### config.mk
export PLATFORM = sky130hd
export DESIGN_NAME = s_axil_register_flat
export DESIGN_NICKNAME = d
export VERILOG_FILES = /design/src/rtl/s_axil_register_if.sv /design/src/rtl/s_axil_register.sv /design/src/flat_wrapper.sv
export SDC_FILE = /design/constraint.sdc
export NUM_CORES = 1
export LEC_CHECK = 0
export ABC_CLOCK_PERIOD_IN_PS = 2000
export CAP_MARGIN = 20
export CORE_MARGIN = 2
export CORE_UTILIZATION = 29
export DETAILED_ROUTE_END_ITERATION = 10
export HOLD_SLACK_MARGIN = 0.03
export SLEW_MARGIN = 0
export SYNTH_ARGS = -nofsm -noshare
export SYNTH_HDL_FRONTEND = slang
export SYNTH_SLANG_ARGS = --single-unit
### constraint.sdc
create_clock -name ACLK -period 2 [get_ports ACLK]
set_input_delay 0.4 -clock ACLK [delete_from_list [all_inputs] [get_ports ACLK]]
set_output_delay 0.4 -clock ACLK [all_outputs]
set_load 0.02 [all_outputs]
### src/rtl/s_axil_register_if.sv
// ---------------------------------------------------------------------------
// s_axil_register_if
//   AXI4-Lite bus bundle for the s_axil_register register bank.
//   Signals: AW (AWADDR/AWVALID/AWREADY), W (WDATA/WSTRB/WVALID/WREADY),
//            B (BRESP/BVALID/BREADY), AR (ARADDR/ARVALID/ARREADY),
//            R (RDATA/RRESP/RVALID/RREADY).
//   Modports: master drives addresses/data/VALIDs and response READYs;
//             slave drives the address/data READYs and responses.
// ---------------------------------------------------------------------------
interface s_axil_register_if #(
  parameter int ADDR_WIDTH = 32,
  parameter int DATA_WIDTH = 32
);
  logic [ADDR_WIDTH-1:0]   AWADDR;
  logic                    AWVALID;
  logic                    AWREADY;
  logic [DATA_WIDTH-1:0]   WDATA;
  logic [DATA_WIDTH/8-1:0] WSTRB;
  logic                    WVALID;
  logic                    WREADY;
  logic [1:0]              BRESP;
  logic                    BVALID;
  logic                    BREADY;
  logic [ADDR_WIDTH-1:0]   ARADDR;
  logic                    ARVALID;
  logic                    ARREADY;
  logic [DATA_WIDTH-1:0]   RDATA;
  logic [1:0]              RRESP;
  logic                    RVALID;
  logic                    RREADY;

  modport master (
    output AWADDR, AWVALID, input AWREADY,
    output WDATA, WSTRB, WVALID, input WREADY,
    input  BRESP, BVALID, output BREADY,
    output ARADDR, ARVALID, input ARREADY,
    input  RDATA, RRESP, RVALID, output RREADY
  );

  modport slave (
    input  AWADDR, AWVALID, output AWREADY,
    input  WDATA, WSTRB, WVALID, output WREADY,
    output BRESP, BVALID, input BREADY,
    input  ARADDR, ARVALID, output ARREADY,
    output RDATA, RRESP, RVALID, input RREADY
  );
endinterface

### src/rtl/s_axil_register.sv
// ---------------------------------------------------------------------------
// s_axil_register
//   AXI4-Lite slave holding 16 x 32-bit read/write registers at byte offsets
//   0x00-0x3C. AW and W are captured independently (either order or same
//   cycle) and committed one edge after both are held, with byte strobes.
//   Addresses with any bit above bit 5 set answer SLVERR and touch nothing.
//   Ports:
//     ACLK    - clock, rising edge
//     ARESET  - asynchronous active-low reset
//     s_axil  - AXI4-Lite slave modport (AW, W, B, AR, R channels)
// ---------------------------------------------------------------------------
module s_axil_register #(
  parameter int S_AXI_DATA_WIDTH = 32,
  parameter int S_AXI_ADDR_WIDTH = 32
) (
  input  logic             ACLK,
  input  logic             ARESET,
  s_axil_register_if.slave s_axil
);
  localparam int NUM_REGS   = 16;
  localparam int STRB_WIDTH = S_AXI_DATA_WIDTH / 8;

  // Write path state
  logic                        aw_full_reg;
  logic [3:0]                  aw_idx_reg;
  logic                        aw_oor_reg;
  logic                        w_full_reg;
  logic [S_AXI_DATA_WIDTH-1:0] w_data_reg;
  logic [STRB_WIDTH-1:0]       w_strb_reg;
  logic                        b_valid_reg;
  logic [1:0]                  b_resp_reg;

  // Read path state
  logic                        r_valid_reg;
  logic [1:0]                  r_resp_reg;
  logic [S_AXI_DATA_WIDTH-1:0] r_data_reg;
  logic [1:0]                  r_resp_next;
  logic [S_AXI_DATA_WIDTH-1:0] r_data_next;

  logic aw_hs, w_hs, ar_hs, commit;
  logic [S_AXI_DATA_WIDTH-1:0] reg_q [NUM_REGS];

  // Byte-lane bits never take part in decoding.
  logic unused_addr_bits;
  assign unused_addr_bits = ^{s_axil.AWADDR[1:0], s_axil.ARADDR[1:0]};

  // READYs come only from local flags, never from the peer's VALID.
  assign s_axil.AWREADY = ~aw_full_reg;
  assign s_axil.WREADY  = ~w_full_reg;
  assign s_axil.ARREADY = ~r_valid_reg;
  assign s_axil.BVALID  = b_valid_reg;
  assign s_axil.BRESP   = b_resp_reg;
  assign s_axil.RVALID  = r_valid_reg;
  assign s_axil.RRESP   = r_resp_reg;
  assign s_axil.RDATA   = r_data_reg;

  assign aw_hs  = s_axil.AWVALID & ~aw_full_reg;
  assign w_hs   = s_axil.WVALID & ~w_full_reg;
  assign ar_hs  = s_axil.ARVALID & ~r_valid_reg;
  // A pending B response holds the captured AW/W until it drains.
  assign commit = aw_full_reg & w_full_reg & ~b_valid_reg;

  // AW/W capture and B response
  always_ff @(posedge ACLK or negedge ARESET) begin
    if (!ARESET) begin
      aw_full_reg <= 1'b0;
      aw_idx_reg  <= '0;
      aw_oor_reg  <= 1'b0;
      w_full_reg  <= 1'b0;
      w_data_reg  <= '0;
      w_strb_reg  <= '0;
      b_valid_reg <= 1'b0;
      b_resp_reg  <= 2'b00;
    end else begin
      // aw_hs needs an empty slot and commit a full one, so they never collide.
      if (aw_hs) begin
        aw_full_reg <= 1'b1;
        aw_idx_reg  <= s_axil.AWADDR[5:2];
        aw_oor_reg  <= |s_axil.AWADDR[S_AXI_ADDR_WIDTH-1:6];
      end else if (commit) begin
        aw_full_reg <= 1'b0;
      end

      if (w_hs) begin
        w_full_reg <= 1'b1;
        w_data_reg <= s_axil.WDATA;
        w_strb_reg <= s_axil.WSTRB;
      end else if (commit) begin
        w_full_reg <= 1'b0;
      end

      if (commit) begin
        b_valid_reg <= 1'b1;
        b_resp_reg  <= aw_oor_reg ? 2'b10 : 2'b00;
      end else if (b_valid_reg && s_axil.BREADY) begin
        b_valid_reg <= 1'b0;
      end
    end
  end

  // Register bank: one storage word per generate block, byte-strobed update.
  for (genvar gi = 0; gi < NUM_REGS; gi++) begin : g_reg
    logic [S_AXI_DATA_WIDTH-1:0] word_reg;
    logic                        wr_en;

    assign wr_en = commit & ~aw_oor_reg & (aw_idx_reg == 4'(gi));

    always_ff @(posedge ACLK or negedge ARESET) begin
      if (!ARESET) begin
        word_reg <= '0;
      end else if (wr_en) begin
        for (int b = 0; b < STRB_WIDTH; b++) begin
          if (w_strb_reg[b]) word_reg[8*b +: 8] <= w_data_reg[8*b +: 8];
        end
      end
    end

    assign reg_q[gi] = word_reg;
  end

  // Read lookup uses the registered bank, so a same-edge commit is not seen.
  always_comb begin
    r_data_next = '0;
    r_resp_next = 2'b10;
    if (~|s_axil.ARADDR[S_AXI_ADDR_WIDTH-1:6]) begin
      r_data_next = reg_q[s_axil.ARADDR[5:2]];
      r_resp_next = 2'b00;
    end
  end

  always_ff @(posedge ACLK or negedge ARESET) begin
    if (!ARESET) begin
      r_valid_reg <= 1'b0;
      r_resp_reg  <= 2'b00;
      r_data_reg  <= '0;
    end else if (ar_hs) begin
      r_valid_reg <= 1'b1;
      r_resp_reg  <= r_resp_next;
      r_data_reg  <= r_data_next;
    end else if (r_valid_reg && s_axil.RREADY) begin
      r_valid_reg <= 1'b0;
    end
  end
endmodule

### src/flat_wrapper.sv
// flat-port wrapper written by rule: the top's interface ports become plain ports
module s_axil_register_flat 
#(
  parameter int S_AXI_DATA_WIDTH = 32,
  parameter int S_AXI_ADDR_WIDTH = 32
)
  (ACLK, ARESET, s_axil_AWADDR, s_axil_AWVALID, s_axil_AWREADY, s_axil_WDATA, s_axil_WSTRB, s_axil_WVALID, s_axil_WREADY, s_axil_BRESP, s_axil_BVALID, s_axil_BREADY, s_axil_ARADDR, s_axil_ARVALID, s_axil_ARREADY, s_axil_RDATA, s_axil_RRESP, s_axil_RVALID, s_axil_RREADY);
  s_axil_register_if #(.ADDR_WIDTH(32), .DATA_WIDTH(32)) s_axil_i ();
  input  logic ACLK;
  input  logic ARESET;
  input wire logic [$bits(s_axil_i.AWADDR)-1:0] s_axil_AWADDR;
  input wire logic [$bits(s_axil_i.AWVALID)-1:0] s_axil_AWVALID;
  output wire logic [$bits(s_axil_i.AWREADY)-1:0] s_axil_AWREADY;
  input wire logic [$bits(s_axil_i.WDATA)-1:0] s_axil_WDATA;
  input wire logic [$bits(s_axil_i.WSTRB)-1:0] s_axil_WSTRB;
  input wire logic [$bits(s_axil_i.WVALID)-1:0] s_axil_WVALID;
  output wire logic [$bits(s_axil_i.WREADY)-1:0] s_axil_WREADY;
  output wire logic [$bits(s_axil_i.BRESP)-1:0] s_axil_BRESP;
  output wire logic [$bits(s_axil_i.BVALID)-1:0] s_axil_BVALID;
  input wire logic [$bits(s_axil_i.BREADY)-1:0] s_axil_BREADY;
  input wire logic [$bits(s_axil_i.ARADDR)-1:0] s_axil_ARADDR;
  input wire logic [$bits(s_axil_i.ARVALID)-1:0] s_axil_ARVALID;
  output wire logic [$bits(s_axil_i.ARREADY)-1:0] s_axil_ARREADY;
  output wire logic [$bits(s_axil_i.RDATA)-1:0] s_axil_RDATA;
  output wire logic [$bits(s_axil_i.RRESP)-1:0] s_axil_RRESP;
  output wire logic [$bits(s_axil_i.RVALID)-1:0] s_axil_RVALID;
  input wire logic [$bits(s_axil_i.RREADY)-1:0] s_axil_RREADY;
  assign s_axil_i.AWADDR = s_axil_AWADDR;
  assign s_axil_i.AWVALID = s_axil_AWVALID;
  assign s_axil_AWREADY = s_axil_i.AWREADY;
  assign s_axil_i.WDATA = s_axil_WDATA;
  assign s_axil_i.WSTRB = s_axil_WSTRB;
  assign s_axil_i.WVALID = s_axil_WVALID;
  assign s_axil_WREADY = s_axil_i.WREADY;
  assign s_axil_BRESP = s_axil_i.BRESP;
  assign s_axil_BVALID = s_axil_i.BVALID;
  assign s_axil_i.BREADY = s_axil_BREADY;
  assign s_axil_i.ARADDR = s_axil_ARADDR;
  assign s_axil_i.ARVALID = s_axil_ARVALID;
  assign s_axil_ARREADY = s_axil_i.ARREADY;
  assign s_axil_RDATA = s_axil_i.RDATA;
  assign s_axil_RRESP = s_axil_i.RRESP;
  assign s_axil_RVALID = s_axil_i.RVALID;
  assign s_axil_i.RREADY = s_axil_RREADY;
  s_axil_register #(.S_AXI_DATA_WIDTH(S_AXI_DATA_WIDTH), .S_AXI_ADDR_WIDTH(S_AXI_ADDR_WIDTH)) u_core (.ACLK(ACLK), .ARESET(ARESET), .s_axil(s_axil_i));
endmodule
==> run metrics, run 1 <==
Hold Vio Cnt, Final=0; CTS tree=built; CP Capture Type=register; gr ovfl total=0; synthesized cell area=0.0270 sq mm; WL final=72.7 mm; placed cells=3351; Final ANT Viol Nets=0; Ports=148; r2r endpoint=u_core.g_reg[2].word_reg[30]; Setup TNS Final=-11.72 ns; Die Y=309 um; flops & latches, synth=591; Worst-Margin Slew=0.652 ns; Layout Nets=2302; CP Max Fanout=8; Vias=17.0k; yosys warns=0; Worst IR Drop VDD=680 uV; Post-route DRC=0; Mapped Cells=1946; startpoint types=register; initial antenna violation count=4; Synth Area per Inst=13.9 sq um; vias in the first global route=18.7k; P&R area growth vs syn=26.9%; largest net degree at the start of global routing=84; H-tree Lvls=2; Tcrit/Tclk final=1.07; Rows=111; failing checks=setup timing; Pwr Density=866 mW/mm^2; Die ar.=0.0955 sq mm; ranking of synthesized cells by area=dfrtp_1, mux2_2, mux2i_1, o22ai_1, nor3_1; Fin Hold WS=0.308 ns; Max Cap Violations=0; pre-CTS setup slack=-0.445 ns; final worst path period need=2.14 ns; top cells by count, synth=dfrtp_1, mux2_2, mux2i_1; Max Transition Viols Final=0; Worst Skew=0.0192 ns; Clock transition at path regs=0.07 ns; Synth area leader=dfrtp_1; Initial Util=0.293; ys async rst share=1.00; number of distinct library cells after synthesis=42; Die Wd=309 um; dominant synthesized flop cell=dfrtp_1; Slew Limit Headroom=0.566; CTS Buffer Depth=3; fmax=467 MHz; Crit path arrival time=2.63 ns; met2 usage=0.262; leakage=0.0166 uW; Required @ worst endpoint=2.49 ns; Vias/cell=4.88; grt met3 use=0.0243; first-pass GRT wire length=113 mm; total CTS buffers=60; Final Non-Filler Cells=3486; Iteration-0 DRC Markers=1030; Tot GR Track Use=0.153; M1 GR Usage=0.201; GP Congestion=0.760; Port Buffers=141; dpl hpwl=47.0 mm; core area=0.0919 sq mm; Clock Latency Late Sink=0.62 ns; max FFs per register=512; clock root buffer=clkbuf_16; CTS sink count=591; Hold/Removal Path Class=input pin to asynchronous set/reset pin; Worst Reg2Reg Path Length in Cells=7; Final setup viols=198; wire length per cell=20.9 um; post-synth top area share=0.548; Crit Path Category=register to register; Worst R2R Start=u_core.aw_oor_reg; register area share after synthesis=0.548; TritonRoute pass-1 iters=4; GR peak layer=met2; post-route setup slack=-0.140 ns; Post-synth EDFFs=0; layout cells sized above 1=0.398; status=finished, violations left; unrepaired setup endpoints after global routing=yes; top-count cell post-synth=dfrtp_1; r2r setup slk=-0.14 ns
-- report_power, final --
| group | switching (uW) | internal, uW |
|---|---|---|
| registers | 1920 | 12500 |
| clock network | 4680 | 6780 |
| logic | 1980 | 1720 |
-- critical path, cell delays in order (launching register included) --
cell and delay (ns):
dfrtp_1 0.39, nand4bb_4 0.27, or3_4 0.37, buf_12 0.16, buf_12 0.12, buf_12 0.12, nor2_8 0.20, mux2_2 0.36
-- layer usage --
metal	share of wire	wire length [um]
met1	0.45	32400
met4	0.024	1760
met2	0.49	35500
met3	0.041	2980
met5	0.00018	13
-- what timing repair did --
action | CTS | global route
hold endpoints to repair | 24 | 0
endpoints found under the setup margin | 241 | 287
resized for setup | 170 | 16
gates cloned | 1 | 1
pin swaps | 11 | 12
hold buffers | 1 | 0
setup buffers | 16 | 9
-- worst max-delay path by stage --
stage | slack (ns) | end | from | depth (start not counted)
global route | -0.20 | u_core.g_reg[2].word_reg[31] | u_core.aw_oor_reg | 7
detailed placement | -0.44 | u_core.s_axil.RDATA[26] | s_axil_ARADDR[23] | 6
CTS | -0.16 | u_core.g_reg[2].word_reg[27] | u_core.aw_oor_reg | 7
global placement | -0.47 | u_core.s_axil.RDATA[14] | s_axil_ARADDR[23] | 6
finish | -0.14 | u_core.g_reg[2].word_reg[30] | u_core.aw_oor_reg | 7
floorplan | 0.004 | u_core.g_reg[0].word_reg[0] | u_core.s_axil.BVALID | 6
-- area by class of cell --
type / instances / area (sq um)
Antenna cell: 3 / 7.51
Clock buffer: 95 / 1880
Clock inverter: 12 / 138
Fill cell: 8743 / 57700
Inverter: 8 / 30.0
Multi-Input combinational cell: 1219 / 12100
Sequential cell: 591 / 14800
Tap cell: 1243 / 1560
Timing Repair Buffer: 315 / 3710
-- cells by family after synthesis --
group           synth area share
simple gates              0.0618
mux                        0.328
flops                      0.548
buf+inv                   0.0233
compound gates            0.0389
other cells             0.000139
-- layout by cell type, fill, tap and decap left out, drive strengths merged, types with 12 or more instances in the layout --
cell type,count
buf,174
clkbuf,97
clkdlybuf4s50,100
dfrtp,591
dlygate4sd2,37
mux2,551
mux2i,252
nand2,60
nand3,39
nor2,46
nor3,66
nor4,12
o21ai,36
o22ai,94
o31ai,32
-- per-stage QoR --
step / cell area [sq um] / total power, uW / util
after floorplan: 27000 / 16100 / -
after global routing: 34200 / 30900 / 0.372
after detailed placement: 31300 / 18200 / 0.341
after global placement: 31300 / 18000 / 0.341
final: 34200 / 29600 / 0.372
after CTS: 34100 / 29900 / 0.370
No activity file was read; power rests on OpenSTA's default activity.
==> inputs of run 2 (changes only) <==
- ABC_CLOCK_PERIOD_IN_PS: 2000 -> 2400
- clock period: 2 -> 2.4 ns (I/O delays scaled with it)
==> run 2 against run 1 <==
The flow now finishes without violations. Critical path type is now register to output pin. Sequential share of layout area increased by 2.1 points. Critical endpoint is now s_axil_WREADY. Largest power group unchanged. Via count decreased by 2.4%. Highest routed layer unchanged. Sequential power decreased by 18%. Design area decreased by 4.6%. First-iteration DRC count decreased by 7.8%. Critical path depth decreased by 4. Register-to-register slack improved by 0.32 ns. Count of clock-buffer cells in the layout increased by 1. Sequential cell count unchanged. Worst hold slack improved by 0.073 ns. Clock skew decreased by 0.0024 ns.
==> run metrics, run 2 (synthesized netlist as in run 1, its figures left out) <==
fill count=8812; status=finished clean; post-CTS setup buffer count=0; Worst Skew=0.0168 ns; first-pass GRT wire length=109 mm; Psw=6850 uW; H-tree Lvls=2; Die Y=309 um; dpl hpwl=45.5 mm; startpoint types=register; Final setup viols=0; Vias/cell=4.87; unrepaired setup endpoints after global routing=no; most common cell after layout, fill and taps aside=dfrtp_1; core area=0.0919 sq mm; fmax=430 MHz; clock power share=0.398; Required @ worst endpoint=1.92 ns; Final Non-Filler Cells=3408; Rows=111; total CTS buffers=60; P_int=17600 uW; Clock Latency Late Sink=0.62 ns; Tot GR Track Use=0.147; initial antenna violation count=3; Layout Nets=2225; Post-route DRC=0; vias in the first global route=18.1k; Vias=16.6k; CP Capture Type=output pin; placed cells=3298; Iteration-0 DRC Markers=950; Worst IR Drop VDD=525 uV; slowest cell on the critical path=clkdlybuf4s50_1; wire length per cell=20.6 um; Buffers & Inverters on Critical Path=3; Die ar.=0.0955 sq mm; layout cells sized above 1=0.371; P&R area growth vs syn=21.1%; Clock transition at path regs=0.06 ns; final worst path period need=2.32 ns; CTS Buffer Depth=3; Pwr Density=747 mW/mm^2; Worst R2R Start=u_core.aw_oor_reg; Final ANT Viol Nets=0; largest net degree at the start of global routing=80; WL final=70.2 mm; Initial Util=0.293; gr ovfl total=0; Die Wd=309 um; CTS tree=built; CP Max Fanout=4; Sw Share=0.281; Slew Limit Headroom=0.566; worst setup path startpoint=u_core.w_full_reg; Hold/Removal Path Class=input pin to asynchronous set/reset pin; Max Transition Viols Final=0; Antenna Cells=0; Top Family by Delay on Critical Path=buffers and inverters; CTS sink count=591; Port Buffers=141; most frequent cells in the layout=dfrtp_1, mux2_2, mux2i_1; crit-path max cell delay=0.61 ns; clock root buffer=clkbuf_16; share of power burned in registers=0.488; Comb power frac=0.113; Max Cap Violations=0; post-layout util=0.355; max FFs per register=512; Crit Path Category=register to output pin; leakage=0.0158 uW; CP cell instances=buf_4, inv_1, clkdlybuf4s50_1; Crit path arrival time=1.84 ns; GP Congestion=0.749; Hold Vio Cnt, Final=0; TritonRoute pass-1 iters=5; Tcrit/Tclk final=0.968; Setup TNS Final=0 ns; Ports=148; Worst-Margin Slew=0.651 ns
[run 2: cell count changes in the layout (fill, tap and decap cells not counted), sizes merged]
| cell | delta |
|---|---|
| buf | -76 |
| clkdlybuf4s50 | +39 |
| dlygate4sd2 | -37 |
| clkinv | -3 |
| diode | -3 |
| bufinv | +2 |
| inv | +2 |
| clkbuf | -1 |
| clkdlybuf4s15 | -1 |
[run 2: final timing paths]
kind                                                     to  slack [ns]  cells past startpoint
worst max-delay path                          s_axil_WREADY        0.08                      3
worst min-delay path                  u_core.w_data_reg[19]        0.38                      2
worst max register to register  u_core.g_reg[7].word_reg[5]        0.18                      6
worst min register to register      u_core.s_axil.RDATA[30]        0.49                      2
max in group asynchronous              u_core.w_data_reg[1]        1.15                      3
min in group ACLK                      u_core.s_axil.BVALID        0.42                      2
[run 2: final cells by class]
type                       instances  area (sq um)  share of cell area
timing repair buffer             238          2620              0.0801
multi-input combinational       1219         11600               0.355
clock buffer                      96          1880              0.0575
inverter                           8          30.0            0.000920
clock inverter                    13           200             0.00613
sequential                       591         14800               0.453
tap                             1243          1560              0.0476
[run 2: routing by layer]
layer / GRT usage / up-vias / wire (um)
li1: - / 7475 / -
met3: 0.0234 / 96 / 2940
met4: 0.0414 / 2 / 1600
met5: 0 / - / 13
met1: 0.198 / 8691 / 32100
met2: 0.246 / 328 / 33500
[run 2: power by group through the flow]
| stage | Combinational [uW] | Sequential [uW] | Clock [uW] |
|---|---|---|---|
| CTS | 2810 | 11900 | 9980 |
| global route | 2990 | 12100 | 10400 |
| floorplan | 2240 | 11200 | 0 |
| global placement | 2730 | 12000 | 0 |
| finish | 2770 | 11900 | 9720 |
| detailed placement | 2800 | 12100 | 0 |
[run 2: metrics by stage]
step           setup WS, ns  total power, uW  cell area, sq um  hold WS [ns]
2_1_floorplan         0.381            13400             27000         0.184
4_1_cts              0.0408            24700             32600         0.377
6_report             0.0764            24400             32600         0.381
3_5_place_dp        -0.0773            14900             30600         0.451
5_1_grt              0.0120            25500             32600         0.393
3_3_place_gp        -0.0619            14700             30600         0.446
[run 2: repair_timing]
action	CTS	global route
hold endpoints to repair	32	0
hold buffers	1	0
endpoints found under the setup margin	0	1
gates resized for setup	0	1
==> inputs of run 3 (changes only) <==
==> constraint.sdc (replaced) <==
create_clock -name ACLK -period 2.4 [get_ports ACLK]
set_input_delay 0.36 -clock ACLK [delete_from_list [all_inputs] [get_ports ACLK]]
set_output_delay 0.36 -clock ACLK [all_outputs]
set_load 0.02 [all_outputs]
==> run 3 against run 2 <==
Setup slack improved by 0.046 ns. Clock skew grew 0.013 ns. Critical path depth increased by 2. Combinational power about the same. Count of clock-buffer cells in the layout fell by 4. Sequential power about the same. Design area shrank 0.16%. Global-route usage about the same. Clock power is 4% higher. Via count rose by 0.20%. Non-clock buffer count is 12 lower. First-iteration DRC count fell by 7.5%. Highest routed layer is now met4.
==> run metrics, run 3 (synthesized netlist as in run 1, its figures left out) <==
first-pass GRT wire length=109 mm; placed cells=3286; clock root buffer=clkbuf_16; Hold/Removal Path Class=input pin to asynchronous set/reset pin; Tcrit/Tclk final=0.949; post-layout util=0.355; gr ovfl total=0; core area=0.0919 sq mm; initial antenna violation count=0; max FFs per register=512; most frequent cells in the layout=dfrtp_1, mux2_2, mux2i_1; dpl hpwl=44.3 mm; CTS Buffer Depth=3; Required @ worst endpoint=2.89 ns; Final Non-Filler Cells=3404; CP Max Fanout=10; leakage=0.0157 uW; vias in the first global route=17.8k; wire length per cell=20.6 um; Worst-Margin Slew=0.699 ns; Crit Path Category=register to register; Iteration-0 DRC Markers=879; startpoint types=register; H-tree Lvls=2; TritonRoute pass-1 iters=5; Ports=148; Tot GR Track Use=0.148; Post-route DRC=0; CTS sink count=591; Clock transition at path regs=0.06 ns; Layout Nets=2214; Die Y=309 um; Vias=16.6k; WL final=70.0 mm; Setup TNS Final=0 ns; status=finished clean; Port Buffers=141; Worst IR Drop VDD=564 uV; Initial Util=0.293; P&R area growth vs syn=20.9%; total CTS buffers=61; Pwr Density=762 mW/mm^2; Max Transition Viols Final=0; Die ar.=0.0955 sq mm; final worst path period need=2.28 ns; Slew Limit Headroom=0.533; Max Cap Violations=0; CTS tree=built; Final ANT Viol Nets=0; largest net degree at the start of global routing=82; unrepaired setup endpoints after global routing=no; Total Power=24800 uW; most common cell after layout, fill and taps aside=dfrtp_1; Clock Latency Late Sink=0.63 ns; Crit path arrival time=2.76 ns; fmax=439 MHz; Hold Vio Cnt, Final=0; Die Wd=309 um; Final setup viols=0; GP Congestion=0.763; Rows=111; layout cells sized above 1=0.368; Worst Skew=0.0299 ns; CP Capture Type=register; Vias/cell=4.88
run 3: worst max-delay path, stage by stage (launching register included):
cell       delay (ns)
dfrtp_1          0.40
nand4bb_4        0.27
or3_2            0.62
buf_4            0.24
nor2_8           0.22
mux2_2           0.38
run 3: stage by stage:
step | hold slack, ns | area, sq um | setup WS, ns
final | 0.275 | 32600 | 0.122
after global routing | 0.298 | 32600 | 0.0406
after CTS | 0.285 | 32600 | 0.116
after detailed placement | 0.365 | 30400 | 0.0495
after global placement | 0.359 | 30400 | 0.0601
after floorplan | 0.0644 | 27000 | 0.381
run 3: final timing paths:
check | cells after the start | start | to | slack (ns)
max | 5 | u_core.aw_oor_reg | u_core.g_reg[0].word_reg[26] | 0.12
min | 2 | ARESET | u_core.w_data_reg[18] | 0.28
max reg2reg | 5 | u_core.aw_oor_reg | u_core.g_reg[0].word_reg[26] | 0.12
min reg2reg | 2 | u_core.s_axil.RDATA[7] | u_core.s_axil.RDATA[7] | 0.48
max in group asynchronous | 4 | ARESET | u_core.g_reg[0].word_reg[3] | 1.21
min in group ACLK | 2 | s_axil_RREADY | u_core.s_axil.RVALID | 0.32
run 3: area by class of cell:
class | count | area (sq um)
clock inverter | 24 | 352
timing repair buffer | 226 | 2470
tap | 1243 | 1560
multi-input combinational | 1219 | 11600
inverter | 8 | 30.0
sequential | 591 | 14800
clock buffer | 92 | 1820
fill | 8883 | 59300
antenna | 1 | 2.50
run 3: routing by layer:
metal,track usage,up-vias,routed length (um)
met5,0,-,0
met4,0.0399,0,1460
met3,0.0273,104,3220
met2,0.247,313,33900
met1,0.196,8754,31500
li1,-,7455,-
run 3: repair_timing:
action                                 in CTS  in global routing
buffers inserted                            0                  0
endpoints found under the hold margin      47                  0
gates resized for setup                     0                  0
hold buffers                                1                  0
run 3: power breakdown:
part,leakage [uW],switching (uW),internal (uW)
logic,0.00653,1560,1210
clock network,0.00107,3970,6170
registers,0.00814,1480,10500
